===== src/rtl/cpu_pkg.sv =====
// Shared types and widths for the CPU fetch front end.
// Latency: none (declarations only).
// Backpressure: not applicable.
package cpu_pkg;

    localparam int INSTR_W      = 32;
    localparam int JUMP_FIELD_W = 26;
    localparam int IMM_W        = 16;

    // Fetch FSM encoding: REQ reads memory, HOLD offers to decode, DROP drains a squashed read.
    typedef enum logic [1:0] {
        ST_REQ  = 2'd0,
        ST_HOLD = 2'd1,
        ST_DROP = 2'd2
    } fetch_state_e;

endpackage


===== src/rtl/next_pc_calc.sv =====
// Rebuilds jump/branch byte targets from decode fields and forms the sequential PC.
// Latency: purely combinational.
// Backpressure: none; outputs are meaningful only in the cycle a redirect or transfer happens.
module next_pc_calc
    import cpu_pkg::*;
(
    input  logic [INSTR_W-1:0]      base_i,
    input  logic [INSTR_W-1:0]      pc_i,
    input  logic                    jump_i,
    input  logic [JUMP_FIELD_W-1:0] jump_target_i,
    input  logic                    branch_i,
    input  logic [IMM_W-1:0]        branch_offset_i,
    output logic [INSTR_W-1:0]      target_o,
    output logic [INSTR_W-1:0]      seq_pc_o
);

    logic [INSTR_W-1:0] jump_tgt;
    logic [INSTR_W-1:0] branch_tgt;
    logic [INSTR_W-1:0] branch_disp;

    // Target selection: jump beats branch; with neither, the target falls back to pc_i.
    always_comb begin
        jump_tgt    = {base_i[INSTR_W-1:INSTR_W-4], jump_target_i, 2'b00};
        branch_disp = {{(INSTR_W-IMM_W-2){branch_offset_i[IMM_W-1]}}, branch_offset_i, 2'b00};
        branch_tgt  = base_i + branch_disp;
        seq_pc_o    = pc_i + 32'd4;
        if (jump_i) begin
            target_o = jump_tgt;
        end else if (branch_i) begin
            target_o = branch_tgt;
        end else begin
            target_o = pc_i;
        end
    end

endmodule


===== src/rtl/instr_fetch_unit.sv =====
// Fetch front end: owns the PC, reads instruction memory by word index, hands words to decode.
// Latency: ack -> instr_valid_o next cycle; transfer -> imem_req_o next cycle (1 instr / 2 cycles).
// Backpressure: holds instr_o/pc_o with imem_req_o low until decode is ready; redirects squash.
module instr_fetch_unit
    import cpu_pkg::*;
#(
    parameter logic [31:0] RESET_PC = 32'h0000_0000,
    parameter int          IDX_W    = 30
) (
    input  logic              clk_i,
    input  logic              rst_i,
    output logic              imem_req_o,
    output logic [IDX_W-1:0]  imem_addr_o,
    input  logic              imem_ack_i,
    input  logic [31:0]       imem_data_i,
    output logic [31:0]       instr_o,
    output logic [31:0]       pc_o,
    output logic              instr_valid_o,
    input  logic              instr_ready_i,
    input  logic              jump_i,
    input  logic [25:0]       jump_target_i,
    input  logic              branch_i,
    input  logic [15:0]       branch_offset_i
);

    fetch_state_e       state_q, state_d;
    logic [31:0]        pc_q, pc_d;
    logic [31:0]        last_pc_q, last_pc_d;
    logic [31:0]        instr_q, instr_d;
    logic [31:0]        pc_out_q, pc_out_d;
    logic [IDX_W-1:0]   req_idx_q, req_idx_d;

    logic [31:0]        base;
    logic [31:0]        target;
    logic [31:0]        seq_pc;
    logic               redirect;

    assign base     = last_pc_q + 32'd4;
    assign redirect = jump_i | branch_i;

    next_pc_calc u_next_pc_calc (
        .base_i          (base),
        .pc_i            (pc_out_q),
        .jump_i          (jump_i),
        .jump_target_i   (jump_target_i),
        .branch_i        (branch_i),
        .branch_offset_i (branch_offset_i),
        .target_o        (target),
        .seq_pc_o        (seq_pc)
    );

    // Next-state and datapath updates; every register holds unless a case below moves it.
    always_comb begin
        state_d   = state_q;
        pc_d      = pc_q;
        last_pc_d = last_pc_q;
        instr_d   = instr_q;
        pc_out_d  = pc_out_q;
        req_idx_d = req_idx_q;
        case (state_q)
            ST_REQ: begin
                // Latch the index in flight so a redirect cannot disturb the outstanding read.
                req_idx_d = pc_q[IDX_W+1:2];
                if (redirect) begin
                    pc_d    = target;
                    state_d = imem_ack_i ? ST_REQ : ST_DROP;
                end else if (imem_ack_i) begin
                    instr_d  = imem_data_i;
                    pc_out_d = pc_q;
                    state_d  = ST_HOLD;
                end
            end
            ST_DROP: begin
                // Later redirects overwrite the pending target; the squashed data is never used.
                if (redirect) begin
                    pc_d = target;
                end
                if (imem_ack_i) begin
                    state_d = ST_REQ;
                end
            end
            ST_HOLD: begin
                if (redirect) begin
                    pc_d    = target;
                    state_d = ST_REQ;
                end else if (instr_ready_i) begin
                    last_pc_d = pc_out_q;
                    pc_d      = seq_pc;
                    state_d   = ST_REQ;
                end
            end
            default: begin
                state_d = ST_REQ;
            end
        endcase
    end

    // State and datapath registers with synchronous reset.
    always_ff @(posedge clk_i) begin
        if (rst_i) begin
            state_q   <= ST_REQ;
            pc_q      <= RESET_PC;
            last_pc_q <= RESET_PC - 32'd4;
            instr_q   <= 32'd0;
            pc_out_q  <= 32'd0;
            req_idx_q <= RESET_PC[IDX_W+1:2];
        end else begin
            state_q   <= state_d;
            pc_q      <= pc_d;
            last_pc_q <= last_pc_d;
            instr_q   <= instr_d;
            pc_out_q  <= pc_out_d;
            req_idx_q <= req_idx_d;
        end
    end

    // Outputs come straight from registers: no input reaches them combinationally.
    assign imem_req_o    = (state_q != ST_HOLD);
    assign instr_valid_o = (state_q == ST_HOLD);
    assign imem_addr_o   = (state_q == ST_DROP) ? req_idx_q : pc_q[IDX_W+1:2];
    assign instr_o       = instr_q;
    assign pc_o          = pc_out_q;

endmodule


===== config.mk =====
export PLATFORM = sky130hd
export DESIGN_NAME = instr_fetch_unit
export DESIGN_NICKNAME = d
export VERILOG_FILES = /design/src/rtl/cpu_pkg.sv /design/src/rtl/next_pc_calc.sv /design/src/rtl/instr_fetch_unit.sv
export SDC_FILE = /design/constraint.sdc
export NUM_CORES = 1
export LEC_CHECK = 0
export CAP_MARGIN = 25
export CELL_PAD_IN_SITES_DETAIL_PLACEMENT = 1
export CELL_PAD_IN_SITES_GLOBAL_PLACEMENT = 1
export CORE_ASPECT_RATIO = 1.2
export CORE_MARGIN = 5
export CORE_UTILIZATION = 40
export CTS_CLUSTER_SIZE = 12
export DETAILED_ROUTE_END_ITERATION = 8
export PLACE_DENSITY = 0.86
export SYNTH_ARGS = -nofsm -noshare
export SYNTH_HDL_FRONTEND = slang
export SYNTH_SLANG_ARGS = --single-unit

===== constraint.sdc =====
create_clock -name clk_i -period 4.8 [get_ports clk_i]
set_input_delay 1.44 -clock clk_i [delete_from_list [all_inputs] [get_ports clk_i]]
set_output_delay 1.44 -clock clk_i [all_outputs]
set_load 0.02 [all_outputs]

Word level (Yosys, flattened, before mapping)
Cells that the tools add are included.

operators by class
  $add $sub $neg = 3
  eq/ne operators = 7
  mux-type cells = 14
  bitwise logic cells = 2
  reductions and logical operators = 7

operators by type and width
  cell                                                                   count
  32-bit two-way mux                                                     5
  32-bit by 3-bit adder with 32-bit output, second input constant        2
  32-bit one-hot mux with 2 select lines                                 1
  32-bit adder                                                           1
  30-bit two-way mux                                                     1
  2-bit two-way mux                                                      6
  3-bit AND reduction                                                    4
  2-bit one-hot mux with 3 select lines                                  1
  2-bit by 1-bit != test with 1-bit output, second input constant        2
  3-bit by 1-bit != test with 1-bit output, second input constant        1
  3-bit != test, second input constant                                   1
  2-bit by 1-bit equality test with 1-bit output, second input constant  1
  2-bit equality test, second input constant                             1
  2-bit logical NOT                                                      1
  2-bit != test, second input constant                                   1
  2-bit nonzero test                                                     1
  2-bit OR reduction                                                     1
  1-bit NOT                                                              1
  1-bit bitwise OR                                                       1

word-level totals
  register bits after elaboration = 160
  input bits = 80
  output and inout port bits = 96
  logic and storage cells = 39

Logic depth before layout (Yosys ltp)
Gate-level depths: netlist of run 1.

  depth in word-level cells = 6
  depth in mapped cells = 15
  depth with buffers taken out = 14

Modules after synthesis
Synthesis of run 1 repeated with hierarchy kept, for this count alone.

second synthesis, totals
  cell total of the unflattened synthesis = 1228
  area total of the unflattened synthesis = 9650.5 um^2

modules (own cells, without submodules)
  module            instances  cells each  area each (um^2)  sequential area each (um^2)
  instr_fetch_unit  1          816         6865.3            3203.1
  next_pc_calc      1          412         2785.2            0.0

Least setup slack after synthesis of run 1
OpenSTA, ideal clock, no wires.

  kind = input-to-reg
  from = in branch_offset_i[7]
  to = reg pc_q[21]
  library setup time = 0.134 ns
  arrival time = 3.578 ns
  required time = 4.666 ns
  path slack = 1.089 ns
  stages = 9
  buffers on the path = 0
  path through = ha_1 > and2_1 > a221o_1 > o2111ai_2 > o21ai_2 > a311o_1 > or3_1 > a41oi_1 > o22ai_1

between the ends
  word-level cells in the longest chain between the ends = 5
  elaborated cells between the ends (all ways) = 6
  classes of those cells = add/sub: 1; mux: 5

RTL lines
  item                                        RTL line                                                                RTL
  from (decl)                                 instr_fetch_unit.sv:23                                                  input logic [15:0] branch_offset_i
  32-bit adder (*)                            next_pc_calc.sv:25                                                      branch_tgt = base_i + branch_disp;
  32-bit two-way mux (*)                      next_pc_calc.sv:29                                                      end else if (branch_i) begin
  32-bit two-way mux (*)                      next_pc_calc.sv:27                                                      if (jump_i) begin
  32-bit two-way mux (on tied branches)       instr_fetch_unit.sv:83, instr_fetch_unit.sv:64, instr_fetch_unit.sv:75
  32-bit one-hot mux with 2 select lines (*)  instr_fetch_unit.sv:60                                                  case (state_q)
  to (signal assigned)                        instr_fetch_unit.sv:109                                                 pc_q <= pc_d;
  to (decl)                                   instr_fetch_unit.sv:27                                                  logic [31:0] pc_q, pc_d;

Every way passes the cells marked *; elsewhere a longest branch is shown, timed or not. The select of a mux whose other input is x is not followed.
A chain may end at the register's enable or synchronous reset.

Worst setup path after layout of run 1
  from = in branch_offset_i[0]
  to = reg pc_q[30]

The elaborated chain is that of the path after synthesis.

==> flow_summary.toml, run 1 <==
[synthesis]
avgSynthCellArea_um2 = 7.76
synth_top_flop_cell = "dfxtp_1"
ys_warn_count = 0
synth.distinct_cells = 63
synthArstFlopShare_pct = 0
synth_edf_count = 0
syn_area_um2 = 9320
ys_seq_area_share_pct = 34.4
synthCells = 1201
synth_fp_nets = 1318
ys_ff_latch = 160

[floorplan]
core_um2 = 23000
die_x_um = 149
dieArea_um2 = 26500
rows = 61
die_y_um = 177
initial_core_util_pct = 40.4
num_io_pins = 176

[drt]
drt_first_pass_iters = 5
drc = 0
wirelength_mm = 34.3
via_per_inst = 5.78
detail-route-antenna-nets = 0
drt_iter0_drc = 688
wire_per_inst_um = 20.6
vias = 9588

[clock_network]
htreeDepth = 4
cts_tree = "yes"
cts_resized = 0
cts_sinks = 160
worstSkewPairLatency_ps = 430
cts.reportedPaths.clkPinSlew_ps = 70
cts_root_buf = "clkbuf_16"
cts_made_buffers = 17
cts_hold_buf = 0
post_cts_buffers = 0
clockBufferDepth = 2

[critical_path]
worstSetupStartpoint = "branch_offset_i[0]"
regToRegStartpoint = "last_pc_q[4]"
end_kind = "flop"
crit_arrival_ps = 4470
crit_end = "pc_q[30]"
r2r-end = "pc_q[24]"
reg2reg_depth = 13
crit_type = "in -> reg"
path_max_fanout = 5
start_kind = "input pin"
r2r_slack_ps = 870
required_ps = 5140

[global_route]
gr-total-overflow = 0
grt_max_degree = 79
grt_pass1_wl_mm = 54.8
grt_pass1_vias = 9986
antenna_found_initial = 0
grt_use_total_pct = 25.9

[power_and_ir_drop]
ir_drop_v = 0.000261
pwr_density_cell_nw_per_um2 = 301
leakagePower_nw = 4.66

[sta]
fmax_mhz = 242
tns_ps = 0
worst_pin_slew_ps = 860
report.final.slew_viol_count = 0
rsz0062_at_grt = "no"
setup_viol = 0
setup_slack_ps = 673
timing.slew.headroom_pct = 42.5
finalHoldViolCount = 0
min_period_over_period_pct = 86.0
min_period_ps = 4130
fin_worst_skew_ps = 13.4

[place]
place_ws_ps = 281
dp_hpwl_mm = 25.3
dp_cells = 1628
io_buffers = 175
gp_congestion = 0.956
place_area_um2 = 11300

[status]
status = "finished, final reports clean"

[finish]
fin_cells = 1660
nets = 1449
n_antenna_cell = 0
multi_input_comb_area_um2 = 5790
drive_above_1_share_pct = 7.29
nFillCells = 2782
layout_common_cells = "nand2_1 (256), clkdlybuf4s50_1 (173), dfxtp_1 (160), a21oi_1 (146), nor2_1 (70)"
design_area_um2 = 11900
regArea_um2 = 3200
syn_to_final_growth_pct = 27.7
final_common_cell = "nand2_1"

[job]
max-cap-violations = 0

[hold_path]
hold_class = "reg -> reg"
## per-layer routing
layer	track usage (%)	part of all wire [%]	vias to the layer above
li1	-	-	4510
met1	32.0	41	4673
met2	43.5	48	343
met3	6.40	7.7	62
met4	9.58	3.1	0
met5	0	0	-
## kinds of logic after synthesis
logic type      Yosys count  share of synthesized area (%)
flops                   160                           34.4
buf+inv                  93                           3.76
mux                      37                           4.38
simple gates            480                           23.3
xor+xnor                 81                           7.61
compound gates          313                           21.5
fa+ha+maj                37                           5.05
## worst max-delay path, cell delays in order
cell,delay [ps]
clkdlybuf4s50_1,490
ha_1,210
fa_1,230
a21o_1,180
a22oi_1,90
a21oi_1,420
a311oi_1,230
o31ai_1,560
nor3b_1,250
o21ai_0,100
a211oi_1,260
## area by class of cell
type,count,area share [%]
tap,315,3.31
timing repair buffer,193,15.9
clock inverter,12,1.06
multi-input combinational,948,48.6
sequential,160,26.9
clock buffer,20,3.84
inverter,12,0.378
## power by group
group	switching [mW]	internal [mW]
combinational	0.437	0.334
sequential	0.0626	1.38
clock	0.609	0.757
total	1.11	2.47
## flip-flops by register name, summed over array words and instances (netlist names)
name	count
pc_o	32
instr_o	32
state_q	2
pc_q	32
last_pc_q	32
req_idx_q	30
## synth_stat cells (3+ instances only)
master	count	share of area, %
a311oi_1	3	0.28
o211ai_1	10	0.81
buf_1	13	0.52
nand4_1	16	1.1
a32oi_1	3	0.28
o2111ai_1	3	0.28
and4_1	9	0.85
and3_1	42	2.8
or3_1	4	0.27
and2_1	3	0.20
nor4_1	3	0.20
a21boi_0	3	0.24
a21oi_1	146	7.8
mux2_2	30	3.6
or2_2	3	0.20
a211o_1	35	3.3
dfxtp_1	160	34
ha_1	36	4.8
inv_1	12	0.48
nor2_1	71	2.9
a41oi_1	3	0.28
nor2b_1	5	0.34
o31ai_1	3	0.24
xnor2_1	49	4.6
nand2b_1	3	0.20
nand2_1	256	10
nor3_1	24	1.3
xor2_1	32	3.0
o21ai_0	26	1.4
o22ai_1	6	0.40
a211oi_1	18	1.4
mux2i_1	7	0.75
a22oi_1	6	0.48
a21o_1	18	1.4
clkbuf_1	67	2.7
a221o_1	3	0.32
nand3_1	34	1.8
a31oi_1	4	0.27
## stage by stage
step	power (mW)	util, %	hold WS (ps)
finish	3.58	51.6	454
global route	3.73	51.6	472
CTS	3.60	51.6	456
detailed placement	2.23	49.1	446
global placement	2.21	49.1	434
floorplan	1.92	-	432
## how the worst min path moves through the flow
stage,startpoint,endpoint,slack (ps),depth (start not counted)
floorplan,pc_q[0],pc_o[0],430,2
global placement,pc_q[1],pc_o[1],430,2
detailed placement,req_idx_q[17],req_idx_q[17],450,2
CTS,req_idx_q[6],req_idx_q[6],460,2
global route,instr_o[5],instr_o[5],470,2
finish,instr_o[1],instr_o[1],450,2
No activity file was read; power rests on OpenSTA's default activity.
==> run 2, diff against run 1 <==
--- a/config.mk
+++ b/config.mk
@@ -5,15 +5,16 @@
 export SDC_FILE = /design/constraint.sdc
 export NUM_CORES = 1
 export LEC_CHECK = 0
+export ABC_AREA = 1
 export CAP_MARGIN = 25
 export CELL_PAD_IN_SITES_DETAIL_PLACEMENT = 1
 export CELL_PAD_IN_SITES_GLOBAL_PLACEMENT = 1
 export CORE_ASPECT_RATIO = 1.2
 export CORE_MARGIN = 5
-export CORE_UTILIZATION = 40
+export CORE_UTILIZATION = 34
 export CTS_CLUSTER_SIZE = 12
 export DETAILED_ROUTE_END_ITERATION = 8
-export PLACE_DENSITY = 0.86
+export PLACE_DENSITY = 0.8
 export SYNTH_ARGS = -nofsm -noshare
 export SYNTH_HDL_FRONTEND = slang
 export SYNTH_SLANG_ARGS = --single-unit
==> constraint.sdc (replaced) <==
create_clock -name clk_i -period 3.4 [get_ports clk_i]
set_input_delay 1.02 -clock clk_i [delete_from_list [all_inputs] [get_ports clk_i]]
set_output_delay 1.02 -clock clk_i [all_outputs]
set_load 0.02 [all_outputs]
==> run 2 against run 1 <==
- worst hold slack got worse by 9.6 ps
- setup slack got worse by 540 ps
- register-to-register slack got worse by 720 ps
- wire length is 16% higher
- largest power group unchanged
- sequential share of layout area decreased by 3.3 points
- count of clock-buffer cells in the layout rose by 1
- critical path depth shrank 6
- first-iteration DRC count decreased by 27%
- flip-flop and latch count is the same
- highest routed layer unchanged
==> flow_summary.toml, run 2 <==
[drt]
drt_iter0_drc = 504
vias = 11100
drt_first_pass_iters = 5
detail-route-antenna-nets = 0
drc = 0
wire_per_inst_um = 18.4
wirelength_mm = 39.9
via_per_inst = 5.14

[sta]
min_period_ps = 3270
fmax_mhz = 306
rsz0062_at_grt = "yes"
finalHoldViolCount = 0
worst_pin_slew_ps = 806
report.final.slew_viol_count = 0
setup_viol = 0
min_period_over_period_pct = 96.1
fin_worst_skew_ps = 8.64
timing.slew.headroom_pct = 46.2

[place]
gp_congestion = 0.965
io_buffers = 175
dp_hpwl_mm = 31.3
place_area_um2 = 12800

[synthesis]
synthCells = 1567
synth-xor-area-share_pct = 3.82
synth_fp_nets = 1684
syn_area_um2 = 10300
yosys-top-cells-count = "nand2_1 (356), inv_1 (198), a21oi_1 (168)"
synth_top_family_by_area = "simple AND/OR/NAND/NOR gates"
synth_area_leaders = "dfxtp_1 (31%), nand2_1 (13%), a21oi_1 (8.2%), inv_1 (7.2%), o21ai_0 (7.1%)"
yosysTopAreaCell = "dfxtp_1"
synth-simple-area-share_pct = 26.4
avgSynthCellArea_um2 = 6.56
synthAdderAreaFrac_pct = 4.58
ys_ff_latch = 160
synthMuxAreaShare_pct = 2.85
ys_warn_count = 0
synthArstFlopShare_pct = 0
ys_seq_area_share_pct = 31.2
synth_edf_count = 0
synth.distinct_cells = 48
synth_compound_area_share_pct = 20.7
synth_top_area_share_pct = 31.2
synth_top_flop_cell = "dfxtp_1"
synth_most_common_cell = "nand2_1"

[power_and_ir_drop]
p_clk_share_pct = 36.8
power_switching_mw = 1.76
p_total_mw = 5.55
leakagePower_nw = 6.23
pwr-share-comb_pct = 25.6
seqPwrFrac_pct = 37.6
swShare_pct = 31.6
p_int_mw = 3.80
pwr_density_cell_nw_per_um2 = 409
ir_drop_v = 0.000302

[clock_network]
worstSkewPairLatency_ps = 430
cts_hold_buf = 0
cts.reportedPaths.clkPinSlew_ps = 60
clockBufferDepth = 2
cts_tree = "yes"
htreeDepth = 4
cts_sinks = 160
cts_made_buffers = 17
cts_root_buf = "clkbuf_16"

[critical_path]
worstSetupStartpoint = "state_q[0]"
crit_arrival_ps = 2250
reg2reg_depth = 20
start_kind = "flop"
r2r_slack_ps = 150
cp_cell_sequence = "inv_2, nand2_2, buf_12, mux2_2, clkdlybuf4s50_1"
slowest_stage = "clkdlybuf4s50_1"
r2r-end = "pc_q[29]"
end_kind = "primary output"
regToRegStartpoint = "last_pc_q[12]"
crit_end = "imem_addr_o[14]"
required_ps = 2380
critical-path-max-stage-delay_ps = 580
crit_type = "reg -> out"
path_max_fanout = 27

[floorplan]
core_um2 = 29700
num_io_pins = 176
die_y_um = 200
die_x_um = 169
rows = 69
dieArea_um2 = 33800
initial_core_util_pct = 34.6

[finish]
nFillCells = 3833
drive_above_1_share_pct = 11.4
multi_input_comb_area_um2 = 6080
n_antenna_cell = 0
syn_to_final_growth_pct = 32.0
design_area_um2 = 13600
regArea_um2 = 3200
final_common_cell = "nand2_1"
nets = 1883
layout_common_cells = "nand2_1 (355), inv_1 (197), clkdlybuf4s50_1 (174), a21oi_1 (163), dfxtp_1 (159)"

[hold_path]
hold_path.startpoint = "instr_o[6]"
hold_class = "reg -> reg"

[global_route]
gr-total-overflow = 0
grt_pass1_wl_mm = 62.7
grt_pass1_vias = 11500
grt_use_total_pct = 23.0
antenna_found_initial = 0
grt_max_degree = 56

[job]
max-cap-violations = 0

[status]
status = "finished, final reports clean"
==> run 2: changes by cell type after synthesis, sizes merged, moves of 42 or more <==
cell / before / now
and3: 42 / 0
inv: 12 / 210
nand2: 256 / 362
nor2: 71 / 151
o21ai: 27 / 157
xnor2: 49 / 7
==> run 2: worst min path at each step <==
stage / slack [ps] / endpoint / cells past startpoint
6_report: 440 / instr_o[6] / 2
2_1_floorplan: 450 / req_idx_q[0] / 2
3_3_place_gp: 430 / instr_o[15] / 2
4_1_cts: 450 / instr_o[2] / 2
3_5_place_dp: 440 / instr_o[16] / 2
5_1_grt: 460 / instr_o[16] / 2
==> run 2: per-layer routing <==
layer / track usage, % / wire [um] / vias up / part of all wire, %
li1: - / - / 5521 / -
met1: 28.0 / 16900 / 5305 / 42
met2: 40.6 / 19900 / 266 / 50
met3: 4.55 / 2200 / 54 / 5.5
met4: 6.90 / 881 / 0 / 2.2
met5: 0 / 0 / - / 0
==> run 2: layout make-up <==
| class | instances | area share [%] |
|---|---|---|
| Multi-Input combinational cell | 1129 | 44.8 |
| Sequential cell | 160 | 23.6 |
| Timing Repair Buffer | 247 | 17.5 |
| Inverter | 211 | 5.85 |
| Tap cell | 390 | 3.60 |
| Clock buffer | 21 | 3.47 |
| Clock inverter | 11 | 1.13 |
==> run 2: through the flow <==
stage | instances | setup TNS (ps) | setup WS [ps] | hold WS, ps | util (%)
finish | 2169 | 0 | 132 | 444 | 45.7
global route | 2169 | -203 | -67.2 | 461 | 45.7
CTS | 2167 | 0 | 22.9 | 448 | 45.4
detailed placement | 2135 | -81.5 | -25.5 | 438 | 43.3
global placement | 2135 | 0 | 24.1 | 430 | 43.3
floorplan | 1567 | 0 | 639 | 454 | -
==> run 2: kinds of logic after synthesis <==
logic type               count (synthesis)
buffers and inverters                  278
AO/OA/AOI/OAI                          391
multiplexers                            26
AND/OR/NAND/NOR                        631
adder cells (fa/ha/maj)                 37
XOR/XNOR                                44
flip-flops                             160
==> run 2: worst max-delay path, delay by kind of cell (launching register included) <==
family | cells | cell delay, ps
buffers and inverters | 3 | 870
DFF | 1 | 410
muxes | 1 | 360
and+or+nand+nor | 1 | 170
==> run 2: repair_timing <==
action | in CTS | in global routing
gates resized for setup | 0 | 20
setup buffers | 0 | 2
endpoints found under the setup margin | 0 | 39
==> run 2: power groups by stage <==
stage / registers (mW) / clock network (mW) / logic (mW)
2_1_floorplan: 2.13 / 0 / 0.745
3_3_place_gp: 2.11 / 0 / 1.36
3_5_place_dp: 2.12 / 0 / 1.39
4_1_cts: 2.08 / 2.08 / 1.40
5_1_grt: 2.10 / 2.16 / 1.57
6_report: 2.09 / 2.04 / 1.42
